$ cat config.mk
export PLATFORM = sky130hd
export DESIGN_NAME = spi_frame_tx
export DESIGN_NICKNAME = d
export VERILOG_FILES = /design/src/rtl/spi_frame_tx.sv
export SDC_FILE = /design/constraint.sdc
export NUM_CORES = 1
export LEC_CHECK = 0
export BUFFER_PORTS_ARGS = -buffer_cell sky130_fd_sc_hd__buf_2
export CORE_MARGIN = 2
export CORE_UTILIZATION = 57
export CTS_BUF_LIST = sky130_fd_sc_hd__clkbuf_8
export DETAILED_ROUTE_END_ITERATION = 10
export PLACE_DENSITY = 0.9
export SETUP_SLACK_MARGIN = 0.05
export SLEW_MARGIN = 15
export SYNTH_ARGS = -nofsm -noshare
export SYNTH_HDL_FRONTEND = slang
export SYNTH_SLANG_ARGS = --single-unit
$ cat constraint.sdc
create_clock -name clk_sys -period 2.3 [get_ports clk_sys]
set_input_delay 0.46 -clock clk_sys [delete_from_list [all_inputs] [get_ports clk_sys]]
set_output_delay 0.46 -clock clk_sys [all_outputs]
set_load 0.01 [all_outputs]
$ cat src/rtl/spi_frame_tx.sv
// SPI mode-0 initiator for the 88-bit command frame: 8-bit opcode then 80-bit payload, MSB first.
// spi_clk, cs and spi_mosi are divided down from clk_sys; every output comes straight from a flop.
module spi_frame_tx #(
    parameter int CLK_DIV = 4,
    parameter int CS_IDLE = 4
) (
    input  logic        clk_sys,
    input  logic        rstb,
    input  logic        start,
    input  logic [7:0]  opcode,
    input  logic [79:0] data_packed,
    output logic        ready,
    output logic        done,
    output logic        cs,
    output logic        spi_clk,
    output logic        spi_mosi
);

    localparam int MAX_CNT = (CLK_DIV > CS_IDLE) ? CLK_DIV : CS_IDLE;
    localparam int DW      = (MAX_CNT > 1) ? $clog2(MAX_CNT) : 1;
    localparam logic [DW-1:0] DIV_LAST = DW'(CLK_DIV - 1);
    localparam logic [DW-1:0] GAP_LAST = DW'(CS_IDLE - 1);
    localparam logic [6:0]    BIT_LAST = 7'd87;

    typedef enum logic [2:0] {
        S_IDLE,
        S_LOW,
        S_HIGH,
        S_HOLD,
        S_GAP
    } state_t;

    state_t        state_q, state_d;
    logic [87:0]   sh_q, sh_d;
    logic [6:0]    bit_cnt_q, bit_cnt_d;
    logic [DW-1:0] div_cnt_q, div_cnt_d;
    logic          ready_q, ready_d;
    logic          done_q, done_d;
    logic          cs_q, cs_d;
    logic          sclk_q, sclk_d;
    logic          mosi_q, mosi_d;

    // NOTE: non-blocking assignments keep every flop updating from the same pre-edge values.
    always_ff @(posedge clk_sys or negedge rstb) begin
        if (!rstb) begin
            state_q   <= S_IDLE;
            sh_q      <= '0;
            bit_cnt_q <= '0;
            div_cnt_q <= '0;
            ready_q   <= 1'b1;
            done_q    <= 1'b0;
            cs_q      <= 1'b1;
            sclk_q    <= 1'b0;
            mosi_q    <= 1'b0;
        end else begin
            state_q   <= state_d;
            sh_q      <= sh_d;
            bit_cnt_q <= bit_cnt_d;
            div_cnt_q <= div_cnt_d;
            ready_q   <= ready_d;
            done_q    <= done_d;
            cs_q      <= cs_d;
            sclk_q    <= sclk_d;
            mosi_q    <= mosi_d;
        end
    end

    always_comb begin
        // NOTE: every variable gets a default first so no path can infer a latch.
        state_d   = state_q;
        sh_d      = sh_q;
        bit_cnt_d = bit_cnt_q;
        div_cnt_d = div_cnt_q;
        ready_d   = ready_q;
        done_d    = 1'b0;
        cs_d      = cs_q;
        sclk_d    = sclk_q;
        mosi_d    = mosi_q;

        unique case (state_q)
            S_IDLE: begin
                if (start) begin
                    sh_d      = {opcode, data_packed};
                    cs_d      = 1'b0;
                    mosi_d    = opcode[7];
                    bit_cnt_d = '0;
                    div_cnt_d = '0;
                    ready_d   = 1'b0;
                    state_d   = S_LOW;
                end
            end
            S_LOW: begin
                if (div_cnt_q == DIV_LAST) begin
                    div_cnt_d = '0;
                    sclk_d    = 1'b1;
                    state_d   = S_HIGH;
                end else begin
                    div_cnt_d = div_cnt_q + DW'(1);
                end
            end
            S_HIGH: begin
                if (div_cnt_q == DIV_LAST) begin
                    div_cnt_d = '0;
                    sclk_d    = 1'b0;
                    if (bit_cnt_q == BIT_LAST) begin
                        state_d = S_HOLD;
                    end else begin
                        // Next bit goes out on the same edge as the spi_clk fall.
                        sh_d      = {sh_q[86:0], 1'b0};
                        mosi_d    = sh_q[86];
                        bit_cnt_d = bit_cnt_q + 7'd1;
                        state_d   = S_LOW;
                    end
                end else begin
                    div_cnt_d = div_cnt_q + DW'(1);
                end
            end
            S_HOLD: begin
                if (div_cnt_q == DIV_LAST) begin
                    div_cnt_d = '0;
                    cs_d      = 1'b1;
                    state_d   = S_GAP;
                end else begin
                    div_cnt_d = div_cnt_q + DW'(1);
                end
            end
            S_GAP: begin
                // cs stays high long enough for the receiver's cs synchronizer to see the rise.
                if (div_cnt_q == GAP_LAST) begin
                    div_cnt_d = '0;
                    ready_d   = 1'b1;
                    done_d    = 1'b1;
                    mosi_d    = 1'b0;
                    state_d   = S_IDLE;
                end else begin
                    div_cnt_d = div_cnt_q + DW'(1);
                end
            end
            default: state_d = S_IDLE;
        endcase
    end

    assign ready    = ready_q;
    assign done     = done_q;
    assign cs       = cs_q;
    assign spi_clk  = sclk_q;
    assign spi_mosi = mosi_q;

endmodule

==> summary.txt, run 1 <==
Worst setup path
  – Slowest CP cell: or4b_4
  – Worst-path maximum fanout: 30
  – Worst Setup Start Kind: flop
  – Crit path kind: flop to flop
  – CP max stage delay: about 510 ps
  – Buf/Inv on CP: 1
  – Worst-path cell chain: ha_1, nand4_1, or4b_4, and2_2, buf_4, o221a_2
  – CP top delay family: simple AND/OR/NAND/NOR gates
  – Setup crit end kind: flop
  – Crit path DAT: approximately 2400 ps
  – CP Data Required Time: 2560 ps

Routing
  – Via density: 6.38
  – M1 WL: between 5 and 6 mm
  – WL met3: 702 µm
  – Avg WL per Cell: about 18 µm
  – Detailed-route DRC error count: 0
  – Post-route antenna net violation count: 0
  – Via count: between 4000 and 5000
  – Drt pass-1 iters: 5
  – Highest Signal Layer: met4
  – Drt first-iter violations: 338
  – Routed wire length: 12.1 mm
  – Met2 routed WL: between 5 and 6 mm

Cells and area
  – Final std cells w/o fill: 673
  – Fraction of layout cells with a size suffix above 1: 35.9%
  – Final core occ: between 60% and 70%
  – Nets: 653
  – Fin area: 5800 µm²
  – Synth-to-Final Area Change: 14.5%
  – Antenna diode count: 0

Run
  – Max-cap violations: 0

Logic synthesis
  – Sequential share of the synthesized area: around half
  – Synth warn: 0
  – Top_reg_cell synth: dfrtp_1
  – Syn_nets: 587
  – Mapped Cells: slightly below 500
  – Synth cell types: 39
  – EDFF count, synth: 0
  – Post-Syn Area: 5060 µm²
  – Avg Inst Size Synth: ~10 µm²
  – FF+latch count, synth: between 100 and 150
  – Synth async-reset ratio: 100%

Hold path
  – Hold/Removal Path Class: input pin to async pin

Floorplan
  – Die area: about 9700 µm²
  – Die height: 98.2 µm
  – Core Area: about 8700 µm²
  – Starting Density: roughly three fifths
  – Rows: 34
  – Overall die width: between 90 and 100 µm
  – IO Count: 96

Clock network
  – Clock Root Buffer: clkbuf_8
  – Post-CTS resize count: 0
  – Setup bufs post-CTS: 0
  – # hold bufs at CTS: 0
  – CTS Buf Count: 9
  – H-tree depth: 3
  – TritonCTS clock tree: built
  – Clk_lat worst skew: roughly 370 ps
  – Clk buf depth: 2
  – Clock sinks: 104
  – Clk slew on worst S/H paths: 110 ps

Placed design
  – RD Place Congestion: between 0.8 and 0.9
  – Hpwl dp: 7.63 mm
  – Post-place instance area: 5620 µm²
  – Dpl cells: roughly 660
  – PortBufs: between 90 and 100

Timing
  – Fin. Hold Viols: 0
  – Period minus WS final: ~2100 ps
  – Final setup violation count: 0
  – Unrepaired setup endpoints after global routing: no
  – Final period util: 93.1%
  – Setup TNS: 0 ps
  – Skew final: about 14 ps
  – Min Hold Slack: roughly 58 ps
  – Slew @ Worst Pin: 566 ps
  – Max Transition Viols Final: 0
  – Rel. slew slack: a little over 60%
  – Fmax: ~470 MHz

Run status
  – Status: completed

Pwr
  – Static Leakage: between 0.002 and 0.003 µW
  – Power density cells: roughly 520 nW/µm²
  – Max VDD drop: between 0.2 and 0.3 mV

Global routing
  – Largest net degree at the start of global routing: a little over 80
  – Gr usage total: 26.3%
  – Initial antenna violation count: 0
  – Grt total ovfl: 0
  – Vias in the first global route: about 4200
  – Global-route wire length before repair: slightly above 20 mm
==> metal layers <==
layer  GRT usage [%]  vias up
li1                -     1983
met2            40.5      167
met5               0        -
met4            8.96        0
met3            4.44       18
met1            38.2     2125
==> flip-flops by register name (all words and copies together), names as in the netlist <==
| signal | flops |
|---|---|
| sh_q | 87 |
| spi_mosi | 1 |
| bit_cnt_q | 7 |
| done | 1 |
| state_q | 3 |
| ready | 1 |
| spi_clk | 1 |
| cs | 1 |
| div_cnt_q | 2 |
==> kinds of logic after synthesis <==
group | count (synthesis) | synth area share [%]
and+or+nand+nor | 212 | 19.3
AOI/OAI and AO/OA | 111 | 22.4
DFF | 104 | 51.5
buffers and inverters | 58 | 5.02
muxes | 5 | 1.06
xor gates and xnor gates | 2 | 0.346
adders and majority gates | 2 | 0.494
==> per-stage QoR <==
stage                     power [µW]  setup WS, ps
after floorplan                 1870           202
after global placement          1990           281
after detailed placement        1990           216
after CTS                       3050           179
after global routing            3140          70.4
final                           3020           159
==> final cells by class <==
| type | count | area [µm²] |
|---|---|---|
| clock buffers | 9 | 124 |
| flip-flops and latches | 104 | 2610 |
| fillers | 652 | 2880 |
| well taps | 108 | 135 |
| inverters | 3 | 11.3 |
| multi-input cells | 332 | 2210 |
| clock inverters | 7 | 52.6 |
| repair buffers | 110 | 657 |
==> worst paths after layout <==
kind / startpoint / endpoint / slack, ps / cells past startpoint
worst max-delay path: bit_cnt_q[0]$_DFFE_PN0P_ / sh_q[18]$_DFFE_PN0P_ / 160 / 6
worst min-delay path: rstb / sh_q[16]$_DFFE_PN0P_ / 60 / 1
worst max register to register: bit_cnt_q[0]$_DFFE_PN0P_ / sh_q[18]$_DFFE_PN0P_ / 160 / 6
worst min register to register: cs$_DFFE_PN1P_ / cs$_DFFE_PN1P_ / 520 / 2
max in group asynchronous: rstb / sh_q[24]$_DFFE_PN0P_ / 1570 / 2
min in group clk_sys: data_packed[0] / sh_q[0]$_DFFE_PN0P_ / 340 / 2
==> layout by cell type, fill, tap and decap left out, types with 3 or more instances in the layout <==
master     count
mux2_2         3
o221a_1       19
dfrtp_1      102
a21oi_1        6
nand3b_1       3
and3_1         3
clkbuf_8       9
buf_12         5
buf_4         10
o221a_2       67
buf_2         94
inv_1          3
o211ai_1       3
o21ai_0        6
inv_6          3
nand2_1        6
nand3_1       87
nor2_1        97
nand4_1        3
o2bb2ai_1      3
==> Yosys cell counts (all sizes together) (2+ instances only) <==
cell type  count  area [µm²]
dfrtp        102        2550
nor2          97         364
nand3         87         435
o221a         86         968
clkbuf        32         120
buf           23         123
a21oi          6        30.0
nand2          6        22.5
o21ai          6        30.0
and2           3        18.8
and3           3        18.8
inv            3        11.3
mux2           3        33.8
nand3b         3        22.5
nand4          3        18.8
o211ai         3        22.5
o2bb2ai        3        26.3
and4           2        17.5
dfstp          2        52.6
ha             2        25.0
mux2i          2        20.0
nor3           2        10.0
or3b           2        17.5
xor2           2        17.5
==> worst reg2reg max path, stage by stage (launching register included) <==
cell and delay [ps]:
dfrtp_1 410, ha_1 240, nand4_1 110, or4b_4 510, and2_2 220, buf_4 240, o221a_2 280
==> power by group <==
part           leakage, µW  switching, µW  internal, µW  total (µW)
logic              0.00102           65.6          60.0         126
clock network    0.0000904            665           404        1070
registers          0.00143          0.618          1830        1830
total              0.00254            731          2290        3020
Power figures use the tool's default switching activity.
==> run 2, diff against run 1 <==
Settings changed: RECOVER_POWER set to 50.
==> summary.txt, run 2 (synthesized netlist as in run 1, its figures left out) <==
Global routing
  – Met1 Resource Use GR: 38.2% (unchanged)
  – Grt total ovfl: 0 (unchanged)
  – Gr usage total: 26.3% (unchanged)
  – Global routing's busiest layer: met2 (unchanged)
  – GR Util met3: 4.44% (unchanged)
  – Initial antenna violation count: 0 (unchanged)
  – Grt met2 use: 40.5% (unchanged)
  – Largest net degree at the start of global routing: 81 (unchanged)
  – Vias in the first global route: 4201 (unchanged)
  – Global-route wire length before repair: 20.7 mm (unchanged)

Timing
  – Fmax: 468 MHz (was 467 MHz)
  – Fin. Hold Viols: 0 (unchanged)
  – Max Transition Viols Final: 0 (unchanged)
  – Skew final: 14.0 ps (was 13.7 ps)
  – Min Hold Slack: 269 ps (was 57.7 ps)
  – Final period util: 93.0% (was 93.1%)
  – Unrepaired setup endpoints after global routing: no (unchanged)
  – Final setup violation count: 0 (unchanged)
  – Slew @ Worst Pin: 1090 ps (was 566 ps)
  – Rel. slew slack: 27.5% (was 62.3%)
  – Period minus WS final: 2140 ps (about the same)
  – Setup TNS: 0 ps (unchanged)

Cells and area
  – Nets: 653 (unchanged)
  – Top Registers: sh_q (87), bit_cnt_q (7), state_q (3) (unchanged)
  – Commonest non-fill, non-tap cell in the layout: dfrtp_1 (unchanged)
  – Final std cells w/o fill: 673 (unchanged)
  – Commonest non-fill, non-tap cells in the layout: dfrtp_1 (102), nor2_1 (97), buf_2 (93) (was dfrtp_1 (102), nor2_1 (97), buf_2 (94))
  – Antenna diode count: 0 (unchanged)
  – Synth-to-Final Area Change: 14.4% (was 14.5%)
  – Most flop-heavy register: sh_q (unchanged)
  – Largest register FFs: 87 (unchanged)
  – Final core occ: 66.7% (was 66.8%)
  – Fraction of layout cells with a size suffix above 1: 35.4% (was 35.9%)

Clock network
  – Setup bufs post-CTS: 0 (unchanged)
  – H-tree depth: 3 (unchanged)
  – CTS Buf Count: 9 (unchanged)
  – # hold bufs at CTS: 0 (unchanged)
  – TritonCTS clock tree: built (unchanged)
  – Clk_lat worst skew: 380 ps (was 370 ps)
  – Clock sinks: 104 (unchanged)
  – Clk buf depth: 2 (unchanged)
  – Post-CTS resize count: 0 (unchanged)
  – Clk slew on worst S/H paths: 100 ps (was 110 ps)
  – Clock Root Buffer: clkbuf_8 (unchanged)

Worst setup path
  – CP Data Required Time: 2560 ps (about the same)
  – Slowest CP cell: or4b_4 (unchanged)
  – CP max stage delay: 510 ps (about the same)
  – Reg-to-Reg Start: bit_cnt_q[0]$_DFFE_PN0P_ (unchanged)
  – R2r setup slk: 160 ps (about the same)
  – Crit path DAT: 2400 ps (about the same)
  – CP endpoint: sh_q[18]$_DFFE_PN0P_ (unchanged)
  – Setup crit end kind: flop (unchanged)
  – Worst R2R End: sh_q[18]$_DFFE_PN0P_ (unchanged)
  – Reg2Reg Depth: 6 (unchanged)
  – Crit path kind: flop to flop (unchanged)
  – Worst-path cell chain: ha_1, nand4_1, or4b_4, and2_2, buf_4, o221a_2 (unchanged)
  – Worst Setup SP: bit_cnt_q[0]$_DFFE_PN0P_ (unchanged)
  – Worst Setup Start Kind: flop (unchanged)
  – Worst-path maximum fanout: 30 (unchanged)

Placed design
  – Dpl cells: 657 (unchanged)
  – Hpwl dp: 7.63 mm (unchanged)
  – PortBufs: 95 (unchanged)
  – RD Place Congestion: 0.877 (unchanged)

Pwr
  – Tot Pwr: 3020 µW (about the same)
  – Max VDD drop: 0.272 mV (was 0.273 mV)
  – Internal power: 2290 µW (about the same)
  – Logic pwr share: 4.1% (was 4.2%)
  – Static Leakage: 0.00253 µW (was 0.00254 µW)
  – Clk pwr share: 35.3% (was 35.4%)
  – P_sw: 728 µW (was 731 µW)
  – Power density cells: 521 nW/µm² (about the same)
  – Sequential share of power: 60.6% (was 60.5%)
  – Switching share of total power: 24.1% (was 24.2%)

Floorplan
  – IO Count: 96 (unchanged)
  – Die area: 9650 µm² (unchanged)
  – Core Area: 8680 µm² (unchanged)
  – Starting Density: 58.3% (unchanged)
  – Die height: 98.2 µm (unchanged)
  – Overall die width: 98.2 µm (unchanged)
  – Rows: 34 (unchanged)

Routing
  – Via density: 6.35 (was 6.38)
  – Via count: 4274 (was 4293)
  – Detailed-route DRC error count: 0 (unchanged)
  – Routed wire length: 12.1 mm (about the same)
  – Post-route antenna net violation count: 0 (unchanged)
  – Drt first-iter violations: 323 (was 338)
  – Drt pass-1 iters: 5 (unchanged)
  – Avg WL per Cell: 18.0 µm (about the same)

Run
  – Max-cap violations: 0 (unchanged)

Run status
  – Status: completed (unchanged)

Hold path
  – Hold/Removal Path Class: input pin to async pin (unchanged)
run 2: cell types whose count changed in the layout (fill, tap and decap cells not counted), sizes merged:
cell	delta
buf	-3
clkbuf	+3
run 2: final cells by class:
class | count | area [µm²]
Timing Repair Buffer | 110 | 649
Clock buffer | 9 | 124
Fill cell | 654 | 2890
Sequential cell | 104 | 2610
Clock inverter | 7 | 52.6
Inverter | 3 | 11.3
Tap cell | 108 | 135
Multi-Input combinational cell | 332 | 2210
run 2: per-stage QoR:
| stage | setup WS [ps] | instance area [µm²] |
|---|---|---|
| global route | 70.3 | 5790 |
| floorplan | 202 | 5060 |
| global placement | 281 | 5620 |
| CTS | 179 | 5790 |
| detailed placement | 216 | 5620 |
| finish | 161 | 5790 |
run 2: critical path, delay by kind of cell, from the launching register on:
kind / cells / cell delay [ps]
compound gates: 1 / 280
simple gates: 3 / 840
flops: 1 / 410
buf+inv: 1 / 240
fa+ha+maj: 1 / 240
run 2: worst min path at each step:
stage | startpoint | endpoint | cells past startpoint
after floorplan | rstb | bit_cnt_q[0]$_DFFE_PN0P_ | 0
after global placement | rstb | done$_DFF_PN0_ | 1
after detailed placement | rstb | done$_DFF_PN0_ | 1
after CTS | rstb | sh_q[16]$_DFFE_PN0P_ | 1
after global routing | rstb | sh_q[16]$_DFFE_PN0P_ | 1
final | rstb | sh_q[16]$_DFFE_PN0P_ | 1
run 2: power by group through the flow:
stage               combinational [µW]  clock [µW]  sequential [µW]
floorplan                         2.93           0             1860
global placement                   125           0             1860
detailed placement                 129           0             1860
CTS                                129        1090             1830
global route                       139        1170             1830
finish                             124        1070             1830
run 2: per-layer routing:
metal | part of all wire (%) | vias to the layer above
met1 | 44 | 2105
met5 | 0 | -
li1 | - | 1984
met4 | 1.7 | 0
met2 | 49 | 167
met3 | 5.5 | 18
==> run 3, diff against run 2 <==
Settings changed: ABC_AREA set to 0, RECOVER_POWER 50 to 25.
==> summary.txt, run 3 (synthesized netlist as in run 1, its figures left out) <==
Run status
  – Status: completed (unchanged)

Clock network
  – Setup bufs post-CTS: 0 (unchanged)
  – Clock sinks: 104 (unchanged)
  – H-tree depth: 3 (unchanged)
  – Clk slew on worst S/H paths: 100 ps (about the same)
  – Clk_lat worst skew: 380 ps (about the same)
  – Clock Root Buffer: clkbuf_8 (unchanged)
  – TritonCTS clock tree: built (unchanged)
  – CTS Buf Count: 9 (unchanged)
  – Clk buf depth: 2 (unchanged)

Timing
  – Slew @ Worst Pin: 1090 ps (about the same)
  – Setup TNS: 0 ps (unchanged)
  – Rel. slew slack: 27.6% (was 27.5%)
  – Final period util: 92.7% (was 93.0%)
  – Max Transition Viols Final: 0 (unchanged)
  – Fin. Hold Viols: 0 (unchanged)
  – Skew final: 13.6 ps (was 14.0 ps)
  – Fmax: 469 MHz (was 468 MHz)
  – Unrepaired setup endpoints after global routing: no (unchanged)
  – Period minus WS final: 2130 ps (was 2140 ps)
  – Final setup violation count: 0 (unchanged)

Cells and area
  – Commonest non-fill, non-tap cell in the layout: dfrtp_1 (unchanged)
  – Fraction of layout cells with a size suffix above 1: 35.8% (was 35.4%)
  – Commonest non-fill, non-tap cells in the layout: dfrtp_1 (102), nor2_1 (97), buf_2 (94) (was dfrtp_1 (102), nor2_1 (97), buf_2 (93))
  – Synth-to-Final Area Change: 14.4% (about the same)
  – Most flop-heavy register: sh_q (unchanged)
  – Top Registers: sh_q (87), bit_cnt_q (7), state_q (3) (unchanged)
  – Largest register FFs: 87 (unchanged)
  – Antenna diode count: 0 (unchanged)
  – Final core occ: 66.7% (about the same)
  – Nets: 653 (unchanged)

Floorplan
  – Starting Density: 58.3% (unchanged)
  – IO Count: 96 (unchanged)
  – Overall die width: 98.2 µm (unchanged)
  – Die height: 98.2 µm (unchanged)
  – Core Area: 8680 µm² (unchanged)
  – Die area: 9650 µm² (unchanged)
  – Rows: 34 (unchanged)

Routing
  – Post-route antenna net violation count: 0 (unchanged)
  – Drt first-iter violations: 334 (was 323)
  – Routed wire length: 12.1 mm (about the same)
  – Via count: 4266 (was 4274)
  – Via density: 6.34 (was 6.35)
  – Avg WL per Cell: 18.0 µm (about the same)
  – Detailed-route DRC error count: 0 (unchanged)
  – Drt pass-1 iters: 5 (unchanged)

Placed design
  – PortBufs: 95 (unchanged)
  – Hpwl dp: 7.63 mm (unchanged)
  – RD Place Congestion: 0.877 (unchanged)

Worst setup path
  – Crit path DAT: 2390 ps (was 2400 ps)
  – R2r setup slk: 170 ps (was 160 ps)
  – Worst-path maximum fanout: 30 (unchanged)
  – Setup crit end kind: flop (unchanged)
  – Worst Setup Start Kind: flop (unchanged)
  – Crit path kind: flop to flop (unchanged)
  – CP Data Required Time: 2560 ps (about the same)

Global routing
  – Grt total ovfl: 0 (unchanged)
  – Gr usage total: 26.3% (unchanged)
  – Global-route wire length before repair: 20.7 mm (unchanged)
  – Vias in the first global route: 4201 (unchanged)
  – Largest net degree at the start of global routing: 81 (unchanged)
  – Initial antenna violation count: 0 (unchanged)

Pwr
  – Static Leakage: 0.00253 µW (about the same)
  – Power density cells: 522 nW/µm² (was 521 nW/µm²)
  – Max VDD drop: 0.271 mV (was 0.272 mV)

Run
  – Max-cap violations: 0 (unchanged)

Hold path
  – Hold/Removal Path Class: input pin to async pin (unchanged)
run 3: cell count changes in the layout (fill, tap and decap cells not counted):
cell      delta
buf_2        +1
mux2_1       -1
clkbuf_1     -1
mux2_2       +1
run 3: layout make-up:
class	instances	area (µm²)
Clock buffer	9	124
Clock inverter	7	52.6
Fill cell	653	2890
Inverter	3	11.3
Multi-Input combinational cell	332	2210
Sequential cell	104	2610
Tap cell	108	135
Timing Repair Buffer	110	651
run 3: final timing paths:
path,from,endpoint,cells after the start
setup / recovery,bit_cnt_q[0]$_DFFE_PN0P_,sh_q[18]$_DFFE_PN0P_,6
hold / removal,rstb,sh_q[16]$_DFFE_PN0P_,1
setup reg to reg,bit_cnt_q[0]$_DFFE_PN0P_,sh_q[18]$_DFFE_PN0P_,6
hold reg to reg,cs$_DFFE_PN1P_,cs$_DFFE_PN1P_,2
max in group asynchronous,rstb,sh_q[15]$_DFFE_PN0P_,2
min in group clk_sys,data_packed[0],sh_q[0]$_DFFE_PN0P_,2
run 3: timing repair:
| item | 4_1_cts | 5_1_grt |
|---|---|---|
| hold buffers | 0 | 0 |
| endpoints found under the setup margin | 0 | 3 |
| gates resized for setup | 0 | 1 |
run 3: metal layers:
metal / track usage [%] / routed length, µm
met1: 38.2 / 5390
met2: 40.5 / 5900
met3: 4.44 / 600
met4: 8.96 / 211
met5: 0 / 0
run 3: metrics by stage:
stage	setup slack (ps)	power [µW]	std cells	cell area (µm²)	hold WS [ps]
global route	70.4	3140	673	5790	329
finish	167	3020	673	5790	268
detailed placement	216	1990	657	5620	490
CTS	179	3050	673	5790	73.2
floorplan	202	1870	494	5060	164
global placement	281	1990	657	5620	478
run 3: worst max-delay path: stages (launching register included):
cell	delay, ps
dfrtp_1	410
ha_1	240
nand4_1	110
or4b_4	510
and2_2	220
buf_4	240
o221a_2	280
run 3: report_power, final:
| part | internal, µW | switching (µW) | total, µW |
|---|---|---|---|
| clock network | 404 | 664 | 1070 |
| registers | 1830 | 0.579 | 1830 |
| logic | 58.8 | 65.3 | 124 |
| total | 2290 | 730 | 3020 |
